`src/rtl/uart_rx.sv`:
```
// -----------------------------------------------------------------------------
// uart_rx
//
// Oversampling UART receiver. It recovers 8N1 / 8E1-style frames (1 start bit,
// 8 data bits LSB first, optional XOR parity bit, 1 stop bit) from an
// asynchronous serial line. Each received byte goes to the consumer over a
// valid/ready handshake, together with parity and framing error flags.
//
// Parameters
//   OVERSAMPLE  clk cycles per bit (even, >= 4)
//
// Ports
//   clk         sampling clock, OVERSAMPLE x baud rate
//   ap_rstn     asynchronous active-low reset
//   rx          serial line, asynchronous to clk, idles high
//   parity_en   1: frame carries a parity bit (hold static during a frame)
//   rx_data     received byte
//   rx_valid    rx_data and error flags are valid
//   rx_ready    consumer accepts (transfer on rx_valid & rx_ready)
//   parity_err  parity mismatch for the held byte
//   frame_err   stop bit sampled 0 for the held byte
//   overrun     one-cycle pulse when a completed frame is dropped
//   busy        receiver FSM is not idle
//
// Build option
//   UART_RX_MAJORITY_EN  each bit decision is a 2-of-3 majority of the
//                        synchronized line at MID, MID+1, MID+2 (decided at
//                        MID+2). Undefined: single sample at MID.
// -----------------------------------------------------------------------------
module uart_rx #(
  parameter int OVERSAMPLE = 16
) (
  input  logic       clk,
  input  logic       ap_rstn,
  input  logic       rx,
  input  logic       parity_en,
  output logic [7:0] rx_data,
  output logic       rx_valid,
  input  logic       rx_ready,
  output logic       parity_err,
  output logic       frame_err,
  output logic       overrun,
  output logic       busy
);

  localparam int CNT_W = $clog2(OVERSAMPLE);
  localparam logic [CNT_W-1:0] CNT_ZERO = {CNT_W{1'b0}};
  localparam logic [CNT_W-1:0] CNT_ONE  = CNT_W'(1);
  localparam logic [CNT_W-1:0] CNT_MID  = CNT_W'(OVERSAMPLE / 2 - 1);
  localparam logic [CNT_W-1:0] CNT_LAST = CNT_W'(OVERSAMPLE - 1);

  // The start bit is decided relative to the falling edge; every later bit is
  // decided one full bit period after the previous decision (cnt wraps), so
  // the majority offset only needs to be applied here.
`ifdef UART_RX_MAJORITY_EN
  localparam logic [CNT_W-1:0] CNT_START_DEC = CNT_W'(OVERSAMPLE / 2 + 1);
`else
  localparam logic [CNT_W-1:0] CNT_START_DEC = CNT_MID;
`endif

  typedef enum logic [2:0] {
    ST_IDLE   = 3'd0,
    ST_START  = 3'd1,
    ST_DATA   = 3'd2,
    ST_PARITY = 3'd3,
    ST_STOP   = 3'd4
  } state_t;

  // Even/XOR parity of a data byte.
  function automatic logic parity8(input logic [7:0] d);
    return ^d;
  endfunction

`ifdef UART_RX_MAJORITY_EN
  // 2-of-3 majority vote.
  function automatic logic maj3(input logic a, input logic b, input logic c);
    return (a & b) | (a & c) | (b & c);
  endfunction
`endif

  // ---------------------------------------------------------------------------
  // Registers
  // ---------------------------------------------------------------------------
  logic         sync1_q,      sync1_d;
  logic         sync2_q,      sync2_d;
  logic [1:0]   sync_vld_q,   sync_vld_d;
  logic         armed_q,      armed_d;
  state_t       state_q,      state_d;
  logic [CNT_W-1:0] cnt_q,    cnt_d;
  logic [2:0]   bit_idx_q,    bit_idx_d;
  logic [7:0]   shift_q,      shift_d;
  logic         par_bit_q,    par_bit_d;
  logic [7:0]   rx_data_q,    rx_data_d;
  logic         rx_valid_q,   rx_valid_d;
  logic         parity_err_q, parity_err_d;
  logic         frame_err_q,  frame_err_d;
  logic         overrun_q,    overrun_d;
  logic         busy_q,       busy_d;
`ifdef UART_RX_MAJORITY_EN
  logic [1:0]   hist_q,       hist_d;
`endif

  // ---------------------------------------------------------------------------
  // Combinational helpers
  // ---------------------------------------------------------------------------
  logic rxs_s;       // synchronized line
  logic bit_smp_s;   // bit value used at a decision point
  logic commit_s;    // stop bit decision cycle: frame is complete

  assign rxs_s = sync2_q;

`ifdef UART_RX_MAJORITY_EN
  // hist_q[1] is rxs two cycles ago, hist_q[0] one cycle ago.
  assign bit_smp_s = maj3(hist_q[1], hist_q[0], rxs_s);
`else
  assign bit_smp_s = rxs_s;
`endif

  assign commit_s = (state_q == ST_STOP) && (cnt_q == CNT_LAST);

  // Synchronizer, line-valid tracking and start-detect arming.
  always_comb begin
    sync1_d    = rx;
    sync2_d    = sync1_q;
    // The synchronizer flops reset to 1, so rxs only reflects the real line
    // once two samples have been clocked through. Arming waits for that, so
    // a reset released while the line is low mid-frame cannot arm on the
    // reset value and then lock onto a data 0.
    sync_vld_d = {sync_vld_q[0], 1'b1};
    if (sync_vld_q[1] && rxs_s) begin
      armed_d = 1'b1;
    end else begin
      armed_d = armed_q;
    end
  end

`ifdef UART_RX_MAJORITY_EN
  // Two-deep history of the synchronized line for the majority vote.
  always_comb begin
    hist_d = {hist_q[0], rxs_s};
  end
`endif

  // Receive FSM: next state, bit counter, data shift and parity capture.
  always_comb begin
    state_d   = state_q;
    bit_idx_d = bit_idx_q;
    shift_d   = shift_q;
    par_bit_d = par_bit_q;

    // Free-running within a frame, wrapping every bit period.
    if (state_q != ST_IDLE) begin
      if (cnt_q == CNT_LAST) begin
        cnt_d = CNT_ZERO;
      end else begin
        cnt_d = cnt_q + CNT_ONE;
      end
    end else begin
      cnt_d = CNT_ZERO;
    end

    case (state_q)
      ST_IDLE: begin
        if (armed_q && !rxs_s) begin
          state_d = ST_START;
          cnt_d   = CNT_ZERO;
        end else begin
          state_d = ST_IDLE;
        end
      end

      ST_START: begin
        if (cnt_q == CNT_START_DEC) begin
          cnt_d = CNT_ZERO;
          if (!bit_smp_s) begin
            state_d   = ST_DATA;
            bit_idx_d = 3'd0;
          end else begin
            // Line went back high before mid start bit: false start.
            state_d = ST_IDLE;
          end
        end else begin
          state_d = ST_START;
        end
      end

      ST_DATA: begin
        if (cnt_q == CNT_LAST) begin
          // LSB arrives first, so shift right and insert at the top.
          shift_d = {bit_smp_s, shift_q[7:1]};
          if (bit_idx_q == 3'd7) begin
            if (parity_en) begin
              state_d = ST_PARITY;
            end else begin
              state_d = ST_STOP;
            end
          end else begin
            bit_idx_d = bit_idx_q + 3'd1;
          end
        end else begin
          state_d = ST_DATA;
        end
      end

      ST_PARITY: begin
        if (cnt_q == CNT_LAST) begin
          par_bit_d = bit_smp_s;
          state_d   = ST_STOP;
        end else begin
          state_d = ST_PARITY;
        end
      end

      ST_STOP: begin
        // Leave at mid stop bit so a back-to-back start edge is not missed.
        if (cnt_q == CNT_LAST) begin
          state_d = ST_IDLE;
          cnt_d   = CNT_ZERO;
        end else begin
          state_d = ST_STOP;
        end
      end

      default: begin
        state_d = ST_IDLE;
        cnt_d   = CNT_ZERO;
      end
    endcase
  end

  // Output holding register: commit a finished frame or flag an overrun.
  always_comb begin
    rx_data_d    = rx_data_q;
    parity_err_d = parity_err_q;
    frame_err_d  = frame_err_q;
    overrun_d    = 1'b0;

    if (rx_valid_q && rx_ready) begin
      rx_valid_d = 1'b0;
    end else begin
      rx_valid_d = rx_valid_q;
    end

    if (commit_s) begin
      // The slot is free if empty or being emptied this very cycle; a commit
      // then wins over the handshake clear and rx_valid stays high.
      if (!rx_valid_q || rx_ready) begin
        rx_data_d    = shift_q;
        parity_err_d = parity_en & (par_bit_q != parity8(shift_q));
        frame_err_d  = ~bit_smp_s;
        rx_valid_d   = 1'b1;
      end else begin
        overrun_d = 1'b1;
      end
    end else begin
      overrun_d = 1'b0;
    end

    busy_d = (state_d != ST_IDLE);
  end

  // State and datapath registers.
  always_ff @(posedge clk or negedge ap_rstn) begin
    if (!ap_rstn) begin
      sync1_q      <= 1'b1;
      sync2_q      <= 1'b1;
      sync_vld_q   <= 2'b00;
      armed_q      <= 1'b0;
      state_q      <= ST_IDLE;
      cnt_q        <= CNT_ZERO;
      bit_idx_q    <= 3'd0;
      shift_q      <= 8'h00;
      par_bit_q    <= 1'b0;
      rx_data_q    <= 8'h00;
      rx_valid_q   <= 1'b0;
      parity_err_q <= 1'b0;
      frame_err_q  <= 1'b0;
      overrun_q    <= 1'b0;
      busy_q       <= 1'b0;
    end else begin
      sync1_q      <= sync1_d;
      sync2_q      <= sync2_d;
      sync_vld_q   <= sync_vld_d;
      armed_q      <= armed_d;
      state_q      <= state_d;
      cnt_q        <= cnt_d;
      bit_idx_q    <= bit_idx_d;
      shift_q      <= shift_d;
      par_bit_q    <= par_bit_d;
      rx_data_q    <= rx_data_d;
      rx_valid_q   <= rx_valid_d;
      parity_err_q <= parity_err_d;
      frame_err_q  <= frame_err_d;
      overrun_q    <= overrun_d;
      busy_q       <= busy_d;
    end
  end

`ifdef UART_RX_MAJORITY_EN
  // Majority-vote history register.
  always_ff @(posedge clk or negedge ap_rstn) begin
    if (!ap_rstn) begin
      hist_q <= 2'b11;
    end else begin
      hist_q <= hist_d;
    end
  end
`endif

  assign rx_data    = rx_data_q;
  assign rx_valid   = rx_valid_q;
  assign parity_err = parity_err_q;
  assign frame_err  = frame_err_q;
  assign overrun    = overrun_q;
  assign busy       = busy_q;

endmodule

```
`config.mk`:
```
export PLATFORM = sky130hd
export DESIGN_NAME = uart_rx
export DESIGN_NICKNAME = d
export VERILOG_FILES = /design/src/rtl/uart_rx.sv
export SDC_FILE = /design/constraint.sdc
export NUM_CORES = 1
export LEC_CHECK = 0
export CAP_MARGIN = 20
export CORE_ASPECT_RATIO = 1.1
export CORE_UTILIZATION = 55
export CTS_CLUSTER_DIAMETER = 200
export CTS_CLUSTER_SIZE = 28
export DETAILED_ROUTE_END_ITERATION = 8
export PLACE_DENSITY = 0.86
export SYNTH_ARGS = -nofsm -noshare
export SYNTH_HDL_FRONTEND = slang
export SYNTH_SLANG_ARGS = --single-unit
```
`constraint.sdc`:
```
create_clock -name clk -period 2.3 [get_ports clk]
set_clock_uncertainty 0.05 [all_clocks]
set_input_delay 0.69 -clock clk [delete_from_list [all_inputs] [get_ports clk]]
set_output_delay 0.69 -clock clk [all_outputs]
set_load 0.05 [all_outputs]
```
== Word level (Yosys, flattened, before mapping) ==
Index checks and enable logic that the tools add are counted.
Word-level totals
  bits of input ports: 5
  register bits: 37
  output and inout port bits: 13
  logic and storage cells: 73
Operators by class
  muxes and demuxes: 25
  bitwise operators: 2
  eq/ne operators: 12
  add/subtract/negate cells: 2
  reductions and logical operators: 17
Operators with widths (number)
  $mux 3: 10
  $mux 4: 5
  $pmux 4 s4: 1
  $pmux 3 s5: 1
  $ne 2x2->1 const B: 4
  $reduce_xor 8->1: 1
  $eq 3x2->1 const B: 2
  $eq 3x3->1 const B: 2
  $mux 1: 6
  $pmux 3 s2: 1
  $reduce_and 2->1: 3
  $reduce_bool 3->1: 2
  $reduce_and 5->1: 1
  $add 4x1->4 const B: 1
  $eq 4x3->1 const B: 1
  $eq 4x4->1 const B: 1
  $logic_and 1x1->1: 4
  $add 3x1->3 const B: 1
  $eq 3x1->1 const B: 1
  $logic_not 3->1: 1
  $logic_not 1->1: 2
  $mux 2: 1
  $reduce_bool 2->1: 1
  $reduce_or 2->1: 1
  other kinds (4): 4

== Depth between registers and ports, before layout ==
  depth after elaboration: 5
  mapped depth: 6
  gate-level depth less buffers: 6

== Worst setup path before layout ==
Ideal clock, no wire load.
  path kind: reg-to-reg
  from: register bit_idx_q[0]
  to: register bit_idx_q[0]
  setup time: 125 ps
  period minus slack after synthesis: 1753 ps
  slack: 547 ps
  path buffers: 0
  cell stages (with the launch flop): 6
  data arrival time: 1579 ps
  required time: 2125 ps
  path through: dfrtp_1 -> ha_1 -> ha_1 -> or3_1 -> a21o_1 -> mux2_2
On the way
  longest elaborated chain between the ends: 4
  elaborated cells between the ends (all ways): 7
  classes of those cells: 1 x add/sub; 2 x eq/ne; 3 x mux; 1 x reduce/logical
Ends and longest elaborated chain
  start, declared: RTL line 90  | logic [2:0] bit_idx_q, bit_idx_d;
  start signal, assigned: RTL line 287  | bit_idx_q <= bit_idx_d;
  $add 3x1->3: RTL line 198  | bit_idx_d = bit_idx_q + 3'd1;
  $mux 3: RTL line 191  | if (bit_idx_q == 3'd7) begin
  $mux 3: RTL line 188  | if (cnt_q == CNT_LAST) begin
  $pmux 3 s2: RTL line 162  | case (state_q)
Several ways; a longest one is shown, not always the timed one. The select of a mux whose other input is x is not followed.
A chain may end at the register's enable or synchronous reset.

== Worst setup path in the final report ==
  from: register frame_err_q (netlist: frame_err)
  to: output frame_err
RTL lines
  start, declared: RTL line 96  | logic frame_err_q, frame_err_d;
  start signal, assigned: RTL line 293  | frame_err_q <= frame_err_d;
  end, declared: RTL line 41  | output logic frame_err,
No word-level cell between the ends.

==> results_dict.tcl <==
set metrics [dict create \
    detail-route-antenna-nets 0 \
    totalWireLength_mm 2.698 \
    critPathMaxStageDelay_ns 0.81 \
    critPathLaunchType "flop" \
    stdcell_area_um2 1941 \
    setup_tns_ns 0 \
    vdd_drop_max_mv 0.7101 \
    syn_area_um2 1670 \
    synth-edff-count 0 \
    ys.flop_type "dfrtp_1" \
    tritoncts "yes" \
    via_per_inst 5.715 \
    initial_core_util_pct 59.07 \
    syn_nets 138 \
    finalCriticalPeriod_ns 2.244 \
    coreArea_um2 2828 \
    ys_types 36 \
    via_count 1063 \
    final_cell_mix "dfrtp_1 (35), clkdlybuf4s50_1 (14), mux2_2 (10)" \
    cpMaxStageDelayCell "clkdlybuf4s50_1" \
    io_pins 18 \
    synth-seq-cells 37 \
    clock_path_buffers 2 \
    dp.cells 178 \
    max_slew_margin_pct 58.98 \
    grt_max_degree 17 \
    async_flop_share_pct 100.0 \
    cts_hold_buf 0 \
    grt_overflow 0 \
    tightest_slew_ns 0.6153 \
    placed_area_um2 1883 \
    htreeDepth 2 \
    nNetsFinal 160 \
    insertion_delay_ns 0.34 \
    synthTopCellsByArea "dfrtp_1 (52%), mux2_4 (7.2%), mux2_2 (6.7%), dfstp_2 (3.1%), xnor2_1 (2.6%)" \
    postCtsSetupBuffers 0 \
    grt_pass1_wl_mm 4.629 \
    power_density_nw_per_um2 758.2 \
    syn_to_final_growth_pct 16.18 \
    seq_area_frac_synth_pct 55.58 \
    grt_setup_unrepaired "false" \
    critPathRequiredTime_ns 1.56 \
    worstSetupPathType "flop to output port" \
    row_count 20 \
    die_h_um 59.80 \
    drtPass1Iterations 4 \
    antenna_found_initial 0 \
    critical-path-top-delay-family "buffers and inverters" \
    leakagePower_nw 0.9981 \
    drc 0 \
    numPortBuffers 17 \
    wl_per_cell_um 14.51 \
    die_area_um2 3262 \
    crit_buf_inv 1 \
    root_buffer "clkbuf_4" \
    fp.dieW_um 54.55 \
    layout_commonest_cell "dfrtp_1" \
    diodes 0 \
    fmax_ghz 0.4457 \
    hold_viol_final 0 \
    stdcell_count 186 \
    synth.top_cell.area_share_pct 52.43 \
    gp_congestion 0.8344 \
    cp-end-kind "output port" \
    yosysWarnings 0 \
    cts_buffers 5 \
    crit_fanout 2 \
    cts_sinks 37 \
    grt_pass1_vias 1076 \
    hp-class "flop to flop" \
    groute.usage.overall_pct 20.60 \
    status "finished clean" \
    post_cts_resized 0 \
    synth_area_leader_cell "dfrtp_1" \
    drive_gt1_share_pct 22.22 \
    crit_arrival_ns 1.50 \
    setup_viol 0 \
    cts.clk_slew.worst_paths_ns 0.10 \
    drv_cap 0 \
    dp_hpwl_mm 2.007 \
    slew_viol_final 0 \
    drt_iter0_drc 21 \
    avgSynthCellArea_um2 12.85 \
    syn_inst 130 \
    post-route-period-util_pct 97.56 \
    crit_chain "clkdlybuf4s50_1" \
    nFillCells 210 \
]
## Yosys cell counts, drive strengths merged, types with 2 or more instances
library cell  count
a21o              4
a21oi             2
a22o              2
buf               5
dfrtp            35
dfstp             2
ha                3
mux2             18
nand2             9
nand2b            3
nand3             6
nor2              8
nor2b             2
o21a              2
o21ai             4
or3               2
xnor2             5
xor2              4
## final cells by class
cell class | count | area, um^2 | area share (%)
sequential | 37 | 928.4 | 47.84
multi-input combinational | 86 | 696.9 | 35.91
timing repair buffer | 21 | 220.2 | 11.35
clock buffer | 7 | 45.04 | 2.321
tap | 33 | 41.29 | 2.128
clock inverter | 1 | 5.005 | 0.2579
inverter | 1 | 3.754 | 0.1934
## power by group
part	leakage, nW	total (mW)	switching [mW]	internal (mW)
clock network	0.0293	0.318	0.199	0.119
registers	0.485	0.818	0.0994	0.719
logic	0.484	0.335	0.173	0.162
total	0.998	1.47	0.472	1.00
## flip-flops by register name, indices dropped and copies added, names as in the netlist, 2 cells and up
signal,cells
shift_q,8
sync_vld_q,2
bit_idx_q,3
rx_data,8
cnt_q,4
state_q,3
## path summary, 6_finish.rpt
check,startpoint,to,slack (ns),depth (start not counted)
min,sync_vld_q[0],sync_vld_q[1],0.30,0
min reg2reg,sync_vld_q[0],sync_vld_q[1],0.30,0
max in group asynchronous,ap_rstn,rx_data[5],1.03,2
min in group asynchronous,ap_rstn,shift_q[0],0.61,1
max reg2reg,cnt_q[0],shift_q[4],0.26,4
max,frame_err,frame_err,0.06,1
## layer usage
layer  track usage (%)  share of wire (%)  vias up
li1                  -                  -      502
met1             23.68                 42      529
met2             33.80                 51       27
met3             6.870                4.6        5
met4             9.890                2.0        0
met5                 0                  0        -
## metrics by stage
stage	setup slack, ns	utilization [%]	power, mW	hold WS [ns]
2_1_floorplan	0.5468	-	1.094	0.2812
3_3_place_gp	0.2546	66.59	1.148	0.2825
3_5_place_dp	0.1894	66.59	1.158	0.2856
4_1_cts	0.01205	68.36	1.485	0.3073
5_1_grt	0.002726	68.63	1.568	0.3177
6_report	0.05615	68.63	1.471	0.3046
## cell families (layout without fill, tap and decap cells)
logic type / count (synthesis) / in the layout / share of synthesized area, %
AO/OA/AOI/OAI: 19 / 19 / 8.240
adder cells (fa/ha/maj): 3 / 3 / 2.247
XOR/XNOR: 10 / 10 / 6.067
AND/OR/NAND/NOR: 34 / 34 / 10.41
buffers and inverters: 7 / 30 / 2.696
multiplexers: 19 / 19 / 14.53
flip-flops: 37 / 37 / 55.58
other: 1 / 1 / 0.2245
Note: power is estimated with default switching activity, not from simulation.
